## config.mk

```make
export PLATFORM = sky130hd
export DESIGN_NAME = maze_vga_renderer
export DESIGN_NICKNAME = d
export VERILOG_FILES = /design/src/rtl/maze_vga_renderer.sv
export SDC_FILE = /design/constraint.sdc
export NUM_CORES = 2
export LEC_CHECK = 0
export BUFFER_PORTS_ARGS = -buffer_cell sky130_fd_sc_hd__buf_2
export CORE_AREA = 5 5 473 475
export DETAILED_ROUTE_END_ITERATION = 7
export DIE_AREA = 0 0 478 480
export GPL_ROUTABILITY_DRIVEN = 0
export GPL_TIMING_DRIVEN = 0
export PLACE_DENSITY = 0.54
export SYNTH_ARGS = -nofsm -noshare
export SYNTH_HDL_FRONTEND = slang
export SYNTH_SLANG_ARGS = --single-unit
```

## constraint.sdc

```tcl
create_clock -name i_Clk -period 4.6 [get_ports i_Clk]
set_input_delay 0.46 -clock i_Clk [delete_from_list [all_inputs] [get_ports i_Clk]]
set_output_delay 0.46 -clock i_Clk [all_outputs]
set_load 0.1 [all_outputs]
```

## src/rtl/maze_vga_renderer.sv

```systemverilog
// Maze raster engine: snapshots the game state once per frame and scans it out
// as VGA video in square cells, with a one-clock draw-done strobe per frame.
module maze_vga_renderer #(
  parameter int CLK_DIV    = 2,
  parameter int H_ACTIVE   = 640,
  parameter int H_FP       = 16,
  parameter int H_SYNC     = 96,
  parameter int H_BP       = 48,
  parameter int V_ACTIVE   = 480,
  parameter int V_FP       = 10,
  parameter int V_SYNC     = 2,
  parameter int V_BP       = 33,
  parameter int CELL_SHIFT = 4,
  parameter int ROW        = 40,
  parameter int COLUMN     = 30
) (
  input  logic                  i_Clk,
  input  logic                  i_Rst,
  input  logic [ROW*COLUMN-1:0] i_Map,
  input  logic [6:0]            i_PlayerX,
  input  logic [5:0]            i_PlayerY,
  input  logic [6:0]            i_Col,
  input  logic [5:0]            i_Row,
  input  logic                  i_fRunning,
  output logic                  o_fRed,
  output logic                  o_fGreen,
  output logic                  o_fBlue,
  output logic                  o_hSync,
  output logic                  o_vSync,
  output logic                  o_fDrawDone
);

  localparam int H_TOTAL  = H_ACTIVE + H_FP + H_SYNC + H_BP;
  localparam int V_TOTAL  = V_ACTIVE + V_FP + V_SYNC + V_BP;
  localparam int HW       = $clog2(H_TOTAL);
  localparam int VW       = $clog2(V_TOTAL);
  localparam int DW       = (CLK_DIV > 1) ? $clog2(CLK_DIV) : 1;
  localparam int MAP_BITS = ROW * COLUMN;
  localparam int MAP_IW   = (MAP_BITS > 1) ? $clog2(MAP_BITS) : 1;
  localparam int IDX_W    = 11;

  localparam logic [DW-1:0] DIV_LAST   = DW'(CLK_DIV - 1);
  localparam logic [HW-1:0] H_LAST     = HW'(H_TOTAL - 1);
  localparam logic [VW-1:0] V_LAST     = VW'(V_TOTAL - 1);
  localparam logic [HW-1:0] H_ACT      = HW'(H_ACTIVE);
  localparam logic [VW-1:0] V_ACT      = VW'(V_ACTIVE);
  localparam logic [HW-1:0] H_ACT_LAST = HW'(H_ACTIVE - 1);
  localparam logic [VW-1:0] V_ACT_LAST = VW'(V_ACTIVE - 1);
  localparam logic [HW-1:0] HS_START   = HW'(H_ACTIVE + H_FP);
  localparam logic [HW-1:0] HS_END     = HW'(H_ACTIVE + H_FP + H_SYNC - 1);
  localparam logic [VW-1:0] VS_START   = VW'(V_ACTIVE + V_FP);
  localparam logic [VW-1:0] VS_END     = VW'(V_ACTIVE + V_FP + V_SYNC - 1);

  typedef enum logic [2:0] {
    BLACK = 3'b000,
    BLUE  = 3'b001,
    GREEN = 3'b010,
    RED   = 3'b100,
    WHITE = 3'b111
  } colour_t;

  logic [DW-1:0] divCnt;
  logic          pixEn;
  logic [HW-1:0] hCnt;
  logic [VW-1:0] vCnt;
  logic          lineWrap;
  logic          frameWrap;
  logic          lastActive;

  assign pixEn      = (divCnt == DIV_LAST);
  assign lineWrap   = (hCnt == H_LAST);
  assign frameWrap  = lineWrap && (vCnt == V_LAST);
  assign lastActive = (hCnt == H_ACT_LAST) && (vCnt == V_ACT_LAST);

  // NOTE: sequential state uses non-blocking assignments so every flop samples pre-edge values.
  always_ff @(posedge i_Clk or negedge i_Rst) begin
    if (!i_Rst) begin
      divCnt <= '0;
      hCnt   <= '0;
      vCnt   <= '0;
    end else begin
      divCnt <= pixEn ? '0 : divCnt + 1'b1;
      if (pixEn) begin
        if (lineWrap) begin
          hCnt <= '0;
          vCnt <= (vCnt == V_LAST) ? '0 : vCnt + 1'b1;
        end else begin
          hCnt <= hCnt + 1'b1;
        end
      end
    end
  end

  logic [MAP_BITS-1:0] shMap;
  logic [6:0]          shPlayerX;
  logic [5:0]          shPlayerY;
  logic [6:0]          shCol;
  logic [5:0]          shRow;
  logic                shRunning;

  // NOTE: the map snapshot is a wide register, not a RAM, so it takes the async reset like any flop.
  always_ff @(posedge i_Clk or negedge i_Rst) begin
    if (!i_Rst) begin
      shMap     <= '0;
      shPlayerX <= '0;
      shPlayerY <= '0;
      shCol     <= '0;
      shRow     <= '0;
      shRunning <= 1'b0;
    end else if (pixEn && frameWrap) begin
      shMap     <= i_Map;
      shPlayerX <= i_PlayerX;
      shPlayerY <= i_PlayerY;
      shCol     <= i_Col;
      shRow     <= i_Row;
      shRunning <= i_fRunning;
    end
  end

  logic [IDX_W-1:0]  cx;
  logic [IDX_W-1:0]  cy;
  logic [IDX_W-1:0]  idx;
  logic [IDX_W-1:0]  colExt;
  logic [IDX_W-1:0]  rowExt;
  logic [MAP_IW-1:0] bitSel;
  logic              mapBit;
  logic              active;
  logic              outOfRange;
  logic              isPlayer;
  logic              isGoal;

  assign cx     = IDX_W'(hCnt >> CELL_SHIFT);
  assign cy     = IDX_W'(vCnt >> CELL_SHIFT);
  assign idx    = cy * IDX_W'(ROW) + cx;
  assign colExt = IDX_W'(shCol);
  assign rowExt = IDX_W'(shRow);
  // Map is MSB first: cell 0 lives in the top bit.
  assign bitSel = MAP_IW'(IDX_W'(MAP_BITS - 1) - idx);
  assign mapBit = shMap[bitSel];

  assign active     = (hCnt < H_ACT) && (vCnt < V_ACT);
  assign outOfRange = (cx >= colExt) || (cy >= rowExt);
  assign isPlayer   = (cx == IDX_W'(shPlayerX)) && (cy == IDX_W'(shPlayerY));
  assign isGoal     = (cx == colExt - IDX_W'(2)) && (cy == rowExt - IDX_W'(2));

  colour_t colour;

  // NOTE: colour gets a default before any branch so this block cannot infer a latch.
  always_comb begin
    colour = BLACK;
    if (active && shRunning) begin
      if (outOfRange)    colour = BLUE;
      else if (isPlayer) colour = RED;
      else if (isGoal)   colour = GREEN;
      else if (mapBit)   colour = WHITE;
    end
  end

  logic hSyncNext;
  logic vSyncNext;

  assign hSyncNext = !((hCnt >= HS_START) && (hCnt <= HS_END));
  assign vSyncNext = !((vCnt >= VS_START) && (vCnt <= VS_END));

  // Colour and syncs share one register stage so they stay aligned at the pins.
  always_ff @(posedge i_Clk or negedge i_Rst) begin
    if (!i_Rst) begin
      o_fRed      <= 1'b0;
      o_fGreen    <= 1'b0;
      o_fBlue     <= 1'b0;
      o_hSync     <= 1'b1;
      o_vSync     <= 1'b1;
      o_fDrawDone <= 1'b0;
    end else begin
      o_fDrawDone <= pixEn && lastActive;
      if (pixEn) begin
        {o_fRed, o_fGreen, o_fBlue} <= colour;
        o_hSync <= hSyncNext;
        o_vSync <= vSyncNext;
      end
    end
  end

endmodule

```

* Yosys cells after proc, flatten, opt, wreduce, memory -nomap -nowiden
Index checks and enable logic that the tools add are counted.
Widths: inputs -> output; s select.
** Operators by class
- $add $sub $neg :: 7
- $mul :: 1
- Order comparisons :: 9
- Eq/ne operators :: 8
- Muxes and demuxes :: 10
- Reductions and logical operators :: 14
** Operators by type and width (count)
- $eq 10x10->1 const B :: 3
- $eq 6x11->1 :: 2
- $add 10x1->10 const B :: 2
- $mux 10 :: 2
- $mux 3 :: 5
- $lt 11x12->1 const B :: 1
- $add 11x6->11 :: 1
- $bmux 1 s11 :: 1
- $sub 11x11->11 const A :: 1
- $eq 10x9->1 const B :: 1
- $ge 10x10->1 const B :: 1
- $ge 10x9->1 const B :: 1
- $le 10x10->1 const B :: 1
- $le 10x9->1 const B :: 1
- $logic_and 1x1->1 :: 10
- $lt 10x10->1 const B :: 1
- $lt 10x9->1 const B :: 1
- $mul 6x3->8 const B :: 1
- $sub 7x2->8 const B :: 1
- $eq 6x7->1 :: 1
- $ge 6x7->1 :: 1
- $sub 6x2->7 const B :: 1
- $eq 6x6->1 :: 1
- $ge 6x6->1 :: 1
- other kinds (5) :: 7
** Word-level totals
- Flip-flop bits (word level) :: 1254
- Bits of input ports :: 1229
- Output and inout bits :: 6
- Logic and storage cells :: 64

* Longest topological paths before layout
- Depth after elaboration :: 10
- Mapped depth :: 19
- Gate-level depth less buffers :: 14

* Worst setup path after synthesis
OpenSTA, ideal clock, no wires.
- Path kind :: flip-flop to flip-flop
- Start :: register hCnt[7]
- End :: register o_fGreen
- Setup time :: 0.141 ns
- Arrival :: 3.768 ns
- Required time :: 4.459 ns
- Slack :: 0.691 ns
- Stages on the path, launching flop included :: 17
- Path buffers :: 3
- Clock period less this slack :: 3.909 ns
- Cell sequence :: dfrtp_1 clkbuf_1 inv_1 ha_1 ha_1 or3_1 buf_6 nand2_4 buf_8 mux2i_1 a22oi_1 and4_1 mux4_2 nor4_1 a41oi_1 a211oi_2 o32ai_2
** On the way
- Word-level cells in the longest chain between the ends :: 9
** RTL lines
- start, declared :: line 64 : logic [HW-1:0] hCnt;
- start signal, assigned :: line 88 : hCnt <= hCnt + 1'b1;
- $add 11x6->11 :: line 134 : assign idx = cy * IDX_W'(ROW) + cx;
- $sub 11x11->11 :: line 138 : assign bitSel = MAP_IW'(IDX_W'(MAP_BITS - 1) - idx);
- $bmux 1 s11 :: line 139 : assign mapBit = shMap[bitSel];
- $mux 1 (implied by the code) :: line 139
- $mux 3 :: line 155 : else if (mapBit) colour = WHITE;
- $mux 3 :: line 154 : else if (isGoal) colour = GREEN;
- $mux 3 :: line 153 : else if (isPlayer) colour = RED;
- $mux 3 :: line 152 : if (outOfRange) colour = BLUE;
- $mux 3 (*) :: line 151 : if (active && shRunning) begin
- end signal, assigned :: line 177 : {o_fRed, o_fGreen, o_fBlue} <= colour;
- end, declared :: line 26 : output logic o_fGreen,
Every way passes the cells marked *; elsewhere a longest branch is shown, timed or not. The select of a mux whose other input is x is not followed.
A chain may end at the register's enable or synchronous reset.

* Worst setup path after layout
- Start :: register hCnt[7]
- End :: register o_fBlue
** On the way
- Word-level cells in the longest chain between the ends :: 9
** RTL lines
- $add 11x6->11 :: line 134
- $sub 11x11->11 :: line 138
- $bmux 1 s11 :: line 139
- $mux 1 (implied by the code) :: line 139
- $mux 3 :: line 155
- $mux 3 :: line 154
- $mux 3 :: line 153
- $mux 3 :: line 152
- $mux 3 (*) :: line 151
- end signal, assigned :: line 177
- end, declared :: line 27 : output logic o_fBlue,
Marked as above.

==> run metrics <==
Worst R2R Start=hCnt[7]; IO buf count=1234; Main synth FF type=dfrtp_1; routed wire length=297000 um; clock sinks=about 1.3k; Routed wire per std cell=31.2 um; number of H-tree levels=4; post-route minimum period=4550 ps; hold path depth=2; Post-synth EDFFs=0; clock buffer depth=3; Root Driver=clkbuf_16; Post-Place Cells=about 7.9k; Critical Path, Cell by Cell=buf_8, inv_1, ha_1, ha_4, or3_4, buf_12, nand2_8, buf_16, buf_16, buf_8, mux2i_1, a32oi_1, nand4_1, o32a_1, a311oi_2, buf_4, a21oi_1, o31ai_1; final clock skew=approximately 34 ps; pin count of the biggest net entering global routing=around 170; Layout Cells excl Fill=~9.5k; drc violations=0; worst slack, placed=-2770 ps; crit path from=hCnt[7]; Vias/cell=4.81; die width=roughly 480 um; wire length on met2=around 150000 um; Final Cell Area=88100 um2; start point of the worst hold path=i_Map[125]; Fillers=roughly 20k; core area=219000 um2; Post-synth ARST share=100%; status=completed; Leak Pwr=0.0422 uW; Required @ worst endpoint=~5300 ps; worst setup margin=~46 ps; Post-DRT Antenna Nets=0; WP data arrival=5230 ps; max incr delay on CP=around 390 ps; post-layout util=approximately two fifths; Area Overhead vs Synth=49.5%; dpl hpwl=between 200000 and 250000 um; initial core utilization=between 20% and 30%; met1 wire length=~120000 um; Clk Latency, worst-skew pair=between 700 and 800 ps; Hold Path Class=input port to flop; Max VDD drop=around 0.33 mV; final-report hold violation count=0; Site Rows=around 170; largest cells by area after synthesis=dfrtp_1, mux2_2, mux4_2; initial antenna violation count=roughly 140; Crit. End Element=flop; pwr/cell area=~280 nW/um2; total grt overflow=0; Finish-stage setup viols=0; sequential fraction of the synthesis area=between 50% and 60%; final net count=about 7.7k; dominant cell type by area after synthesis=dfrtp_1; DR pass1 iterations=5; flops & latches, synth=roughly 1.3k; Max Freq=about 220 MHz; Max Cap Viol=0; Max Fanout on Critical Path=11; layout cells sized above 1=roughly 52%; Num CTS Buffers=149; Reg clk slew, reported paths=60 ps; overall routing resource usage=25.3%; first-pass GRT wire length=404000 um; Avg Inst Size Synth=roughly 16 um2; vias in the first global route=approximately 50k; fin crit share=99.0%; critical setup path kind=flop to flop; nature of the critical path startpoint=flop; Placement Cell Area=between 60000 and 70000 um2; initial drt markers=2880; actual slew at the worst max-slew pin=1030 ps; fin. max-slew vios=0; metal3 WL=17200 um; net count after synthesis=roughly 5k; DR vias=45.9k; Synth cell types=83; die height=between 400 and 500 um; R2R depth=18; Hold EP=shMap[125]; R2R setup slack=50 ps; post-synth top area share=between 50% and 60%; reg2reg end=o_fBlue; CP max-delay cell=dfrtp_1; Boundary Pins=around 1.2k; Hold Worst Slack=~110 ps; Synthesis Warnings=0; DR top layer=met5; synthesized instance count=around 3.8k; die area=between 200000 and 250000 um2; Slew HR=31.4%; TritonCTS clock tree=yes; Synth Cell Area=slightly below 60000 um2
-- final cells by class --
type | instances | area, um2 | area share [%]
clock buffers | 224 | 4420 | 5.01
well taps | 2871 | 3590 | 4.08
flip-flops and latches | 1254 | 31400 | 35.6
multi-input cells | 2206 | 25700 | 29.1
diodes | 124 | 310 | 0.352
inverters | 32 | 136 | 0.155
clock inverters | 42 | 616 | 0.699
plain buffers | 258 | 2730 | 3.10
repair buffers | 2520 | 19300 | 21.8
-- power breakdown --
| group | switching [uW] | internal, uW |
|---|---|---|
| logic | 724 | 1080 |
| registers | 0 | 11000 |
| clock network | 5100 | 7130 |
-- metrics by stage --
stage | total power, uW | TNS [ps]
detailed placement | 12100 | -150690
global placement | 12100 | -
global route | 25900 | -32.6
finish | 25100 | 0
floorplan | 11200 | 0
CTS | 25300 | -0.159
-- per-layer routing --
layer	GRT usage (%)	up-vias
li1	-	19600
met1	31.8	24000
met2	43.8	1833
met3	5.11	426
met4	7.85	6
met5	0	-
-- state kept, by name (all words and copies together), names as in the netlist --
| signal | count |
|---|---|
| shCol | 7 |
| shPlayerX | 7 |
| shRunning | 1 |
| shMap | 1200 |
| o_fGreen | 1 |
| shPlayerY | 6 |
| o_fBlue | 1 |
| shRow | 6 |
| hCnt | 10 |
| vCnt | 10 |
| o_vSync | 1 |
| o_fDrawDone | 1 |
| o_fRed | 1 |
| divCnt | 1 |
| o_hSync | 1 |
-- Yosys cell counts (4+ instances only) --
library cell / n
a2111oi_0: 7
a211oi_1: 6
a21o_1: 12
a21oi_1: 23
a221oi_1: 4
a22oi_1: 4
a31oi_1: 16
a32oi_1: 12
and2_1: 5
and3_1: 20
buf_2: 66
buf_4: 27
buf_6: 139
buf_8: 4
clkbuf_1: 22
dfrtp_1: 1252
ha_1: 39
inv_1: 29
mux2_2: 1228
mux2i_1: 42
mux4_2: 312
nand2_1: 169
nand2b_1: 5
nand3_1: 50
nand4_1: 20
nor2_1: 31
nor2b_1: 6
nor3_1: 15
nor4_1: 11
o211ai_1: 5
o21ai_0: 32
o22ai_1: 18
or4_1: 4
xnor2_1: 26
xor2_1: 17
-- layout by cell type (no fill, tap or decap), drive strengths merged, types with 7 or more instances in the layout --
master	instances
xor2	17
diode	124
o21ai	36
ha	39
a32oi	12
mux4	312
nor4	12
inv	36
buf	1529
dlygate4sd3	1226
xnor2	26
dfrtp	1252
o22ai	18
nand2	171
mux2i	42
and2	7
and3	20
nand3	50
clkinv	23
a21o	12
a21oi	26
nor2	32
a31oi	16
clkinvlp	7
bufinv	8
a211oi	9
a2111oi	7
clkbuf	246
nor3	18
nand4	20
mux2	1228
-- kinds of logic after synthesis --
kind of cell,synth area share [%]
adder cells (fa/ha/maj),0.862
AO/OA/AOI/OAI,2.10
XOR/XNOR,0.639
multiplexers,36.1
flip-flops,53.2
buffers and inverters,4.01
AND/OR/NAND/NOR,3.04
-- worst max path at each step --
stage | to
after floorplan | o_fGreen
after global placement | shMap[219]
after detailed placement | o_fBlue
after CTS | o_fGreen
after global routing | o_fGreen
final | o_fBlue
-- critical path, delay by kind of cell, from the launching register on --
family                     cells  cell delay, ps
buffers and inverters          7            1300
AOI/OAI and AO/OA              5            1100
and+or+nand+nor                3             910
adders and majority gates      2             550
DFF                            1             390
muxes                          1             130
-- repair_timing --
action	in CTS	in global routing
cloned	1	1
pin swaps	18	8
gates resized for setup	192	26
endpoints found under the setup margin	1186	52
setup buffers	32	13
hold endpoints to repair	1341	0
hold buffers	1226	0
(Power assumes the default switching activity.)
